### config.mk
export PLATFORM = sky130hd
export DESIGN_NAME = int_ctrl
export DESIGN_NICKNAME = d
export VERILOG_FILES = /design/src/rtl/int_ctrl_pkg.sv /design/src/rtl/int_ctrl_prio_enc.sv /design/src/rtl/int_ctrl.sv
export SDC_FILE = /design/constraint.sdc
export NUM_CORES = 1
export LEC_CHECK = 0
export BUFFER_PORTS_ARGS = -buffer_cell sky130_fd_sc_hd__buf_2
export CORE_ASPECT_RATIO = 0.75
export CORE_MARGIN = 5
export CORE_UTILIZATION = 43
export CTS_CLUSTER_DIAMETER = 80
export DETAILED_ROUTE_END_ITERATION = 12
export GPL_ROUTABILITY_DRIVEN = 0
export GPL_TIMING_DRIVEN = 0
export MAX_ROUTING_LAYER = met4
export PLACE_DENSITY = 0.81
export SLEW_MARGIN = 30
export SYNTH_ARGS = -nofsm -noshare
export SYNTH_HDL_FRONTEND = slang
export SYNTH_SLANG_ARGS = --single-unit
### constraint.sdc
create_clock -name clk -period 1.7 [get_ports clk]
set_clock_uncertainty 0.2 [all_clocks]
set_input_delay 0.17 -clock clk [delete_from_list [all_inputs] [get_ports clk]]
set_output_delay 0.17 -clock clk [all_outputs]
set_load 0.1 [all_outputs]
### src/rtl/int_ctrl_pkg.sv
// Shared constants for the int_ctrl interrupt aggregator.
// Software register headers mirror this package.
package int_ctrl_pkg;

   localparam int INT_BUS_W = 8;

   localparam logic [7:0] OFF_PENDING = 8'h00;
   localparam logic [7:0] OFF_ENABLE  = 8'h04;
   localparam logic [7:0] OFF_TYPE    = 8'h08;
   localparam logic [7:0] OFF_CLEAR   = 8'h0C;
   localparam logic [7:0] OFF_ID      = 8'h10;
   localparam logic [7:0] OFF_CTRL    = 8'h14;

   localparam int ID_VALID_BIT = 31;
   localparam int GIE_BIT      = 0;

endpackage

### src/rtl/int_ctrl_prio_enc.sv
// Lowest-index-wins priority encoder.
// Produces {valid, index} for the claim-ID register.
module int_ctrl_prio_enc #(
   parameter int N = 8
) (
   input  logic [N-1:0] req_i,
   output logic         valid_o,
   output logic [2:0]   idx_o
);

   always_comb begin
      valid_o = 1'b0;
      idx_o   = 3'd0;
      // Scan downward so the lowest set index is written last
      for (int i = N - 1; i >= 0; i--) begin
         if (req_i[i]) begin
            valid_o = 1'b1;
            idx_o   = 3'(i);
         end
      end
   end

endmodule

### src/rtl/int_ctrl.sv
// RIB-mapped interrupt aggregator: level/edge latch, mask, claim ID.
// Define INT_CTRL_SYNC_EN to add a 2-flop synchronizer on src_i.
module int_ctrl
   import int_ctrl_pkg::*;
#(
   parameter int NUM_SRC = 8
) (
   input  logic                 clk,
   input  logic                 rst,
   input  logic                 we_i,
   input  logic [31:0]          addr_i,
   input  logic [31:0]          data_i,
   output logic [31:0]          data_o,
   input  logic [NUM_SRC-1:0]   src_i,
   output logic [INT_BUS_W-1:0] int_o,
   output logic                 irq_o
);

   logic [NUM_SRC-1:0] src_v;
   logic [NUM_SRC-1:0] src_q;
   logic [NUM_SRC-1:0] pending_q, pending_d;
   logic [NUM_SRC-1:0] enable_q, enable_d;
   logic [NUM_SRC-1:0] type_q, type_d;
   logic               gie_q, gie_d;
   logic [NUM_SRC-1:0] rise;
   logic [NUM_SRC-1:0] clr;
   logic [NUM_SRC-1:0] masked;
   logic               id_valid;
   logic [2:0]         id_idx;
   logic [7:0]         off;
   logic               unused_bits;

   assign off         = addr_i[7:0];
   assign unused_bits = ^{addr_i[31:8], data_i[31:NUM_SRC]};

`ifdef INT_CTRL_SYNC_EN
   logic [NUM_SRC-1:0] sync1_q, sync2_q;

   always_ff @(posedge clk or posedge rst) begin
      if (rst) begin
         sync1_q <= '0;
         sync2_q <= '0;
      end else begin
         sync1_q <= src_i;
         sync2_q <= sync1_q;
      end
   end

   assign src_v = sync2_q;
`else
   assign src_v = src_i;
`endif

   assign rise = src_v & ~src_q;
   assign clr  = (we_i && off == OFF_CLEAR) ?
                 data_i[NUM_SRC-1:0] : '0;

   always_comb begin
      enable_d = enable_q;
      type_d   = type_q;
      gie_d    = gie_q;
      if (we_i && off == OFF_ENABLE) enable_d = data_i[NUM_SRC-1:0];
      if (we_i && off == OFF_TYPE)   type_d   = data_i[NUM_SRC-1:0];
      if (we_i && off == OFF_CTRL)   gie_d    = data_i[GIE_BIT];
      // Edge: a rise beats a same-cycle clear. Level: follow the line.
      pending_d = (type_q & (rise | (pending_q & ~clr)))
                | (~type_q & src_v);
   end

   always_ff @(posedge clk or posedge rst) begin
      if (rst) begin
         src_q     <= '0;
         pending_q <= '0;
         enable_q  <= '0;
         type_q    <= '0;
         gie_q     <= 1'b0;
      end else begin
         src_q     <= src_v;
         pending_q <= pending_d;
         enable_q  <= enable_d;
         type_q    <= type_d;
         gie_q     <= gie_d;
      end
   end

   assign masked = pending_q & enable_q & {NUM_SRC{gie_q}};

   int_ctrl_prio_enc #(
      .N(NUM_SRC)
   ) u_prio (
      .req_i  (masked),
      .valid_o(id_valid),
      .idx_o  (id_idx)
   );

   always_comb begin
      int_o = '0;
      int_o[NUM_SRC-1:0] = masked;
      irq_o = |masked;
   end

   always_comb begin
      data_o = '0;
      case (off)
         OFF_PENDING: data_o[NUM_SRC-1:0] = pending_q;
         OFF_ENABLE:  data_o[NUM_SRC-1:0] = enable_q;
         OFF_TYPE:    data_o[NUM_SRC-1:0] = type_q;
         OFF_ID: begin
            data_o[ID_VALID_BIT] = id_valid;
            data_o[2:0]          = id_idx;
         end
         OFF_CTRL:    data_o[GIE_BIT] = gie_q;
         default:     ;
      endcase
   end

endmodule

==> results of run 1 <==
## logic make-up (layout without fill, tap and decap cells)
family	after synthesis	after routing	share of synthesized area (%)
other cells	1	23	0.203
simple gates	55	55	17.4
mux	21	21	12.7
buf+inv	29	120	11.0
flops	33	33	44.7
compound gates	34	34	14.0
## per-layer routing
layer	vias up	part of all wire (%)	global-route usage [%]
met1	868	41	28.3
met4	0	2.3	9.49
li1	809	-	-
met5	-	0	-
met3	18	9.2	6.18
met2	89	47	35.0
## path summary, 6_finish.rpt
kind | startpoint | end | slack (ps) | cells past startpoint
worst max-delay path | gie_q$_DFFE_PP0P_ | data_o[0] | -400 | 5
worst min-delay path | addr_i[5] | gie_q$_DFFE_PP0P_ | 110 | 4
worst max register to register | gie_q$_DFFE_PP0P_ | gie_q$_DFFE_PP0P_ | 220 | 4
worst min register to register | type_q[0]$_DFFE_PP0P_ | type_q[0]$_DFFE_PP0P_ | 350 | 1
max in group asynchronous | rst | gie_q$_DFFE_PP0P_ | 460 | 3
min in group asynchronous | rst | enable_q[4]$_DFFE_PP0P_ | 340 | 3
## power groups by stage
stage | Combinational, W | Sequential, W | Clock, W
after detailed placement | 0.000422 | 0.000875 | 0
after CTS | 0.000500 | 0.000859 | 0.000667
after global routing | 0.000559 | 0.000868 | 0.000727
after floorplan | 0.000356 | 0.000864 | 0
after global placement | 0.000418 | 0.000873 | 0
final | 0.000534 | 0.000864 | 0.000677
## registers in the layout, indices dropped and copies added, names as in the netlist
register   count
pending_q      8
enable_q       8
src_q          8
type_q         8
gie_q          1
## through the flow
stage / setup slack [ps] / utilization [%]
2_1_floorplan: -740 / -
4_1_cts: -346 / 75.7
6_report: -397 / 79.0
3_3_place_gp: -486 / 58.1
5_1_grt: -457 / 79.0
3_5_place_dp: -500 / 58.1
## final cells by class
type	count	area (µm²)	share of cell area [%]
flip-flops and latches	33	827	25.5
multi-input cells	133	1200	36.9
clock inverters	1	5.00	0.154
clock buffers	7	96.3	2.97
well taps	55	68.8	2.12
plain buffers	26	200	6.18
inverters	2	7.51	0.232
repair buffers	84	840	25.9
## worst reg2reg max path, delay by kind of cell, from the launching register on
kind | cells | cell delay [ps]
buffers and inverters | 3 | 440
multiplexers | 1 | 260
flip-flops | 1 | 470
## timing repair
item                                   4_1_cts  5_1_grt
cloned                                       0        0
hold buffers                                17        0
endpoints found under the hold margin       66        0
gates resized for setup                     91       23
pin swaps                                   15        7
setup buffers                               15       10
setup endpoints to repair                   18       16
## cells in the final DEF, fill, tap and decap left out, types with 2 or more instances in the layout
master / n
dfrtp_1: 32
a22oi_2: 4
o21ai_0: 2
buf_4: 43
nand3b_1: 2
a21oi_4: 2
conb_1: 23
o21ai_2: 2
nand4_1: 2
a32o_1: 9
and3_4: 9
dlygate4sd3_1: 17
nand2_4: 5
buf_2: 23
mux2i_1: 2
mux2_2: 10
buf_12: 14
nand2_1: 23
o21ai_4: 5
nor4_4: 2
buf_8: 3
clkbuf_8: 7
a22o_1: 3
mux2_1: 8
buf_6: 9
nand2_2: 3
==> results.md, run 1 <==
* Die area at 5720 µm²
* Num rows at 20
* Yosys cell types at 35
* DPL Wire Length at 3460 µm
* Die width at 85.7 µm
* Global Route Usage Sum at 22.7%
* Clk Latency, worst-skew pair at 290 ps
* Register area share after synthesis at 44.7%
* Clock root buffer: clkbuf_8
* Clock Power Share at 32.6%
* Status: finished, violations left
* Drt pass-1 iters at 4
* Grt ovf at 0
* Clk sinks at 33
* Num CTS Buffers at 5
* Peak supply drop at 0.000383 V
* First-pass GRT wire length at 9430 µm
* Post-synth EDFFs at 0
* TNS Setup at -2660 ps
* Reg clk slew, reported paths at 70 ps
* Mapped Avg Cell Area at 10.7 µm²
* Max cap viols at 0
* Total number of vias at 1,784
* Register share of total power at 41.7%
* CP Launch Type: flop
* CP delay by family, top: flip-flops
* Proportion of layout cells with a drive suffix above 1 at 55.6%
* Async SR Flop Fraction at 100%
* Layout net count at 360
* Cell breakdown of the critical path: mux2_4 -> and3_4 -> a31oi_4 -> o41ai_4 -> buf_6
* Die Y at 66.8 µm
* Mapped Area at 1850 µm²
* Initial DRC count at 164
* Crit path arrival time at 1730 ps
* Number of global-route vias before repair at 1,784
* Critical path capture point type: primary output
* Failing checks: negative setup slack
* Vias per cell at 5.23
* Fin. max-slew vios at 0
* Count leader, synth: dfrtp_1
* WL per Instance at 18.6 µm
* Leak Pwr at 1.52 nW
* Setup violation total in the final timing report at 13
* Initial antenna violation count at 0
* Critical path class: reg -> out
* Diodes inserted at 0
* Fin Hold WS at 115 ps
* DRC at 0
* Net switching power figure at 0.000711 W
* Sw Share at 34.3%
* RSZ-0062 raised after global routing: true
* Synth-to-layout area growth at 75.5%
* # fillers at 225
* Finished Cell Area at 3240 µm²
* Logic pwr share at 25.7%
* Final Hold Fails at 0
* Hold crit path type: in -> reg
* Total power at 0.00207 W
* YS warnings at 0
* Area contributors post-synth: dfrtp_1 (45%), buf_4 (9.3%), mux2_2 (6.7%)
* Yosys reg bits at 33
* Largest area contributor in the netlist: dfrtp_1
* Port-buffer cells at 43
* Non-Filler Instances at 341
* Ports at 116
* Worst path buffer plus inverter count at 1
* Worst-Margin Slew at 716 ps
* Largest stage delay, worst path at 470 ps
* Max_slew headroom at 52.2%
* Largest net degree at the start of global routing at 34
* Pwr dens at 640 nW/µm²
* Most used flip-flop cell after synthesis: dfrtp_1
* H-tree depth at 2
* Worst path slowest cell: dfrtp_2
* P_int at 0.00136 W
* Core ar. at 4100 µm²
* Clock Tree Buf Depth at 2
* DP Area at 2380 µm²
* Final wirelength at 6350 µm
* Min Tclk post-route at 2100 ps
* Critical Path RT at 1330 ps
* Post-layout worst setup margin at -397 ps
* Dpl cells at 293
* Detail Route Antenna Nets at 0
* TritonCTS clock tree: done
* Crit Path Max Fanout at 7
* Final period util at 123%
* Initial Util at 45.0%
* Top cells by count, synth: dfrtp_1 (33), nand2_1 (30), buf_4 (23)
* F_max at 477 MHz
* Synth Instances at 173
* Yosys top cell area share at 44.7%
Note: power is estimated with default switching activity, not from simulation.
==> run 2: changes to the inputs <==
--- a/config.mk
+++ b/config.mk
@@ -8,13 +8,13 @@
 export BUFFER_PORTS_ARGS = -buffer_cell sky130_fd_sc_hd__buf_2
 export CORE_ASPECT_RATIO = 0.75
 export CORE_MARGIN = 5
-export CORE_UTILIZATION = 43
+export CORE_UTILIZATION = 46
 export CTS_CLUSTER_DIAMETER = 80
 export DETAILED_ROUTE_END_ITERATION = 12
 export GPL_ROUTABILITY_DRIVEN = 0
 export GPL_TIMING_DRIVEN = 0
 export MAX_ROUTING_LAYER = met4
-export PLACE_DENSITY = 0.81
+export PLACE_DENSITY = 0.85
 export SLEW_MARGIN = 30
 export SYNTH_ARGS = -nofsm -noshare
 export SYNTH_HDL_FRONTEND = slang
==> constraint.sdc (replaced) <==
create_clock -name clk -period 2.7 [get_ports clk]
set_clock_uncertainty 0.2 [all_clocks]
set_input_delay 0.27 -clock clk [delete_from_list [all_inputs] [get_ports clk]]
set_output_delay 0.27 -clock clk [all_outputs]
set_load 0.1 [all_outputs]
==> results.md, run 2 (same netlist as run 1, synthesis figures left out) <==
* Worst path slowest cell: dfrtp_1
* Total number of vias at 1,557 (-13%)
* Initial antenna violation count at 0 (unchanged)
* Num rows at 20 (unchanged)
* Grt ovf at 0 (unchanged)
* DRC at 0 (unchanged)
* Largest net degree at the start of global routing at 34 (unchanged)
* Cell breakdown of the critical path: clkbuf_1 -> a311oi_1 -> o41ai_4 -> buf_2
* Worst r2r src: gie_q$_DFFE_PP0P_
* Clk sinks at 33 (unchanged)
* Max_slew headroom at 55.5% (+3.3 points)
* Final wirelength at 4460 µm (-30%)
* Final Hold Fails at 0 (unchanged)
* Hold crit path type: in -> reg
* Layout net count at 329 (-8.6%)
* Worst-Margin Slew at 666 ps (-49.6 ps)
* Setup violation total in the final timing report at 0 (-13)
* Area occupied by multi-input gates at 942 µm² (-21%)
* Largest stage delay, worst path at 480 ps (about the same)
* Critical path class: reg -> out
* TNS Setup at 0 ps (+2660 ps)
* Fin. max-slew vios at 0 (unchanged)
* Setup slack, reg-to-reg at 1350 ps (+1130 ps)
* Initial DRC count at 131 (-20%)
* Crit Path Max Fanout at 10 (+3)
* Global Route Usage Sum at 18.2% (-4.4 points)
* CP startpoint: gie_q$_DFFE_PP0P_
* H-tree depth at 2 (unchanged)
* Most frequent cells in the layout: buf_2 (44), dfrtp_1 (33), nand2_1 (30)
* Worst path buffer plus inverter count at 2 (+1)
* HP Start: data_i[6]
* DPL Wire Length at 3370 µm (-2.6%)
* Reg clk slew, reported paths at 70 ps (about the same)
* Proportion of layout cells with a drive suffix above 1 at 37.4% (-18 points)
* Leak Pwr at 1.24 nW (-19%)
* Post-CTS setup buffers at 0 (-15)
* Number of global-route vias before repair at 1,508 (-15%)
* Fin Hold WS at 21.8 ps (-93.2 ps)
* Critical path capture point type: primary output
* Dpl cells at 293 (unchanged)
* WL per Instance at 14.4 µm (-22%)
* Min Tclk post-route at 2530 ps
* Num CTS Buffers at 5 (unchanged)
* Die area at 5390 µm² (-5.7%)
* Critical Path RT at 2230 ps (+900 ps)
* Initial Util at 46.7% (+1.7 points)
* Non-Filler Instances at 309 (-9.4%)
* Detail Route Antenna Nets at 0 (unchanged)
* Register Area at 826 µm² (-0.15%)
* TritonCTS clock tree: done
* Die width at 83.2 µm (-2.9%)
* F_max at 395 MHz
* Diodes inserted at 0 (unchanged)
* Finished Cell Area at 2430 µm² (-25%)
* Final period util at 93.8%
* Status: finished clean
* RSZ-0062 raised after global routing: false
* Peak supply drop at 0.000319 V (-17%)
* Ports at 116 (unchanged)
* Synth-to-layout area growth at 31.7%
* Port-buffer cells at 43 (unchanged)
* Core ar. at 3950 µm² (-3.7%)
* DP Area at 2250 µm² (-5.6%)
* # fillers at 353 (+57%)
* Max cap viols at 0 (unchanged)
* Vias per cell at 5.04 (-3.7%)
* Most common cell after layout, fill and taps aside: buf_2
* Clock Tree Buf Depth at 2 (unchanged)
* Die Y at 64.9 µm (-2.8%)
* CP Launch Type: flop
* First-pass GRT wire length at 7470 µm (-21%)
* Clk Latency, worst-skew pair at 290 ps (about the same)
* Clock root buffer: clkbuf_8
* CP delay by family, top: buffers and inverters
* Drt pass-1 iters at 4 (unchanged)
* Crit path arrival time at 2060 ps (+330 ps)
* Pwr dens at 489 nW/µm² (-24%)
## run 2: cell count changes in the layout (fill, tap and decap cells not counted), moves of 4 or more
cell           previous run  this run
nand2_4                   5         1
buf_4                    43        23
buf_12                   14         0
buf_2                    23        44
o21ai_4                   5         0
o21ai_0                   2         9
buf_6                     9         1
a22oi_2                   4         0
dlygate4sd3_1            17         9
and3_1                    0        10
a22oi_1                   1         5
and3_4                    9         0
nand2_1                  23        30
## run 2: timing repair
item                                    CTS  global route
endpoints found under the hold margin    41             0
endpoints found under the setup margin    0             2
hold buffers                              9             0
gates resized for setup                   0             1
## run 2: layout make-up
type	instances	share of cell area, %
Buffer	27	8.08
Clock buffer	7	3.55
Inverter	2	0.309
Multi-Input combinational cell	133	38.7
Sequential cell	33	34.0
Tap cell	55	2.83
Timing Repair Buffer	52	12.6
## run 2: worst paths after layout
path / endpoint / cells past startpoint
worst min register to register: type_q[6]$_DFFE_PP0P_ / 1
worst min-delay path: type_q[6]$_DFFE_PP0P_ / 2
min in group asynchronous: enable_q[3]$_DFFE_PP0P_ / 3
max in group asynchronous: type_q[5]$_DFFE_PP0P_ / 3
worst max-delay path: data_o[0] / 4
worst max register to register: gie_q$_DFFE_PP0P_ / 2
## run 2: per-stage QoR
stage / util (%) / power [W] / setup slack [ps]
after CTS: 61.4 / 0.00119 / 37.6
after global routing: 61.5 / 0.00124 / 16.9
final: 61.5 / 0.00119 / 166
after detailed placement: 56.9 / 0.000810 / 37.6
after global placement: 56.9 / 0.000805 / 88.7
after floorplan: - / 0.000762 / -720
## run 2: metal layers
| layer | routed length, µm | vias to the layer above | track usage (%) |
|---|---|---|---|
| met4 | 51 | 0 | 5.51 |
| li1 | - | 754 | - |
| met3 | 268 | 5 | 5.97 |
| met2 | 2070 | 53 | 27.2 |
| met1 | 2070 | 745 | 23.7 |
| met5 | 0 | - | - |
## run 2: where the power goes
part	internal, W	switching (W)	total (W)	leakage (nW)
Combinational	0.0000730	0.000199	0.000272	0.773
Sequential	0.000519	0.0000225	0.000541	0.421
Clock	0.000202	0.000173	0.000375	0.0443
==> run 3: changes to the inputs <==
--- a/config.mk
+++ b/config.mk
@@ -8,13 +8,13 @@
 export BUFFER_PORTS_ARGS = -buffer_cell sky130_fd_sc_hd__buf_2
 export CORE_ASPECT_RATIO = 0.75
 export CORE_MARGIN = 5
-export CORE_UTILIZATION = 46
+export CORE_UTILIZATION = 45
 export CTS_CLUSTER_DIAMETER = 80
 export DETAILED_ROUTE_END_ITERATION = 12
 export GPL_ROUTABILITY_DRIVEN = 0
 export GPL_TIMING_DRIVEN = 0
 export MAX_ROUTING_LAYER = met4
-export PLACE_DENSITY = 0.85
+export PLACE_DENSITY_LB_ADDON = 0.2
 export SLEW_MARGIN = 30
 export SYNTH_ARGS = -nofsm -noshare
 export SYNTH_HDL_FRONTEND = slang
==> results.md, run 3 (same netlist as run 1, synthesis figures left out) <==
* Fin Hold WS at 22.1 ps (+0.335 ps)
* Worst-Margin Slew at 682 ps (+16.6 ps)
* Fin util at 60.7% (-0.86 points)
* Number of global-route vias before repair at 1,460 (-3.2%)
* CP delay by family, top: buffers and inverters
* Leak Pwr at 1.23 nW (-0.45%)
* Crit Path Max Fanout at 10 (unchanged)
* Pwr dens at 481 nW/µm² (-1.6%)
* Largest net degree at the start of global routing at 34 (unchanged)
* Finished Cell Area at 2430 µm² (-0.15%)
* Port-buffer cells at 43 (unchanged)
* Critical Path RT at 2230 ps (about the same)
* Worst path buffer plus inverter count at 2 (unchanged)
* Vias per cell at 4.94 (-2.0%)
* Max_slew headroom at 54.4% (-1.1 points)
* Max cap viols at 0 (unchanged)
* Final wirelength at 4430 µm (-0.72%)
* Hold crit path type: in -> reg
* Critical path capture point type: primary output
* Non-Filler Instances at 310 (+0.32%)
* Clk Latency, worst-skew pair at 290 ps (about the same)
* Peak supply drop at 0.000347 V (+8.5%)
* Proportion of layout cells with a drive suffix above 1 at 36.9% (-0.54 points)
* Largest stage delay, worst path at 450 ps (-30 ps)
* WL per Instance at 14.3 µm (-1.0%)
* Setup violation total in the final timing report at 0 (unchanged)
* TritonCTS clock tree: done
* Fin. max-slew vios at 0 (unchanged)
* Ports at 116 (unchanged)
* Drt pass-1 iters at 4 (unchanged)
* Layout net count at 329 (unchanged)
* Final period util at 90.1% (-3.7 points)
* Final Hold Fails at 0 (unchanged)
* Die Y at 65.5 µm (+0.94%)
* Min Tclk post-route at 2430 ps (-99.8 ps)
* Detail Route Antenna Nets at 0 (unchanged)
* CP Launch Type: flop
* DPL Wire Length at 3300 µm (-2.2%)
* DRC at 0 (unchanged)
* Status: finished clean
* Worst path slowest cell: buf_2
* Initial DRC count at 111 (-15%)
* Die area at 5500 µm² (+1.9%)
* Global Route Usage Sum at 17.5% (-0.75 points)
* Grt ovf at 0 (unchanged)
* Clk sinks at 33 (unchanged)
* Synth-to-layout area growth at 31.5%
* F_max at 411 MHz (+4.1%)
* Clock Tree Buf Depth at 2 (unchanged)
* RSZ-0062 raised after global routing: false
* Dpl cells at 293 (unchanged)
* Die width at 84.0 µm (+0.97%)
* H-tree depth at 2 (unchanged)
* DP Area at 2250 µm² (unchanged)
* Critical path class: reg -> out
* Reg clk slew, reported paths at 60 ps (about the same)
* Num rows at 20 (unchanged)
* Clock root buffer: clkbuf_8
* Most frequent cells in the layout: buf_2 (43), dfrtp_1 (33), nand2_1 (30)
* Post-CTS setup buffers at 0 (unchanged)
* Cell breakdown of the critical path: clkbuf_1 -> a21oi_1 -> o31ai_4 -> buf_2
* Num CTS Buffers at 5 (unchanged)
* Core ar. at 4000 µm² (+1.3%)
* TNS Setup at 0 ps (unchanged)
* Crit path arrival time at 1960 ps (-100 ps)
* Diodes inserted at 0 (unchanged)
* Initial Util at 46.1% (-0.58 points)
* Most common cell after layout, fill and taps aside: buf_2
* Initial antenna violation count at 0 (unchanged)
* First-pass GRT wire length at 7120 µm (-4.6%)
* Total number of vias at 1,531 (-1.7%)
-- run 3: cell types whose count changed in the layout (fill, tap and decap cells not counted), sizes merged --
cell | before | now
clkbuf | 9 | 11
buf | 68 | 67
-- run 3: path summary, 6_finish.rpt --
check	startpoint	to	slack (ps)	cells after the start
setup / recovery	gie_q$_DFFE_PP0P_	data_o[2]	270	4
hold / removal	data_i[6]	type_q[6]$_DFFE_PP0P_	20	2
setup reg to reg	gie_q$_DFFE_PP0P_	gie_q$_DFFE_PP0P_	1390	2
hold reg to reg	type_q[0]$_DFFE_PP0P_	type_q[0]$_DFFE_PP0P_	350	1
max in group asynchronous	rst	enable_q[1]$_DFFE_PP0P_	1430	3
min in group asynchronous	rst	type_q[6]$_DFFE_PP0P_	430	3
-- run 3: power by group --
| group | leakage [nW] | switching, W | total (W) | internal [W] |
|---|---|---|---|---|
| sequential | 0.421 | 0.0000220 | 0.000541 | 0.000519 |
| clock | 0.0395 | 0.000172 | 0.000354 | 0.000183 |
| combinational | 0.772 | 0.000199 | 0.000272 | 0.0000729 |
-- run 3: metrics by stage --
stage	power [W]	setup slack [ps]
6_report	0.00117	266
4_1_cts	0.00117	19.6
2_1_floorplan	0.000762	-720
5_1_grt	0.00121	147
3_5_place_dp	0.000810	34.3
3_3_place_gp	0.000808	43.3
-- run 3: final cells by class --
class | count | area [µm²]
Sequential cell | 33 | 826
Tap cell | 55 | 68.8
Buffer | 27 | 196
Timing Repair Buffer | 52 | 308
Multi-Input combinational cell | 133 | 942
Clock buffer | 8 | 80.1
Inverter | 2 | 7.51
Fill cell | 364 | 1580
-- run 3: what timing repair did --
action,4_1_cts,5_1_grt
hold endpoints to repair,41,0
gates resized for setup,0,2
hold buffers,9,0
endpoints found under the setup margin,0,1
-- run 3: layer usage --
metal / wire length, µm / track usage [%] / up-vias / share of wire, %
met5: 0 / - / - / 0
met4: 21 / 4.82 / 0 / 0.47
met3: 367 / 6.89 / 4 / 8.3
met2: 1930 / 23.7 / 63 / 43
met1: 2120 / 24.1 / 712 / 48
li1: - / - / 752 / -
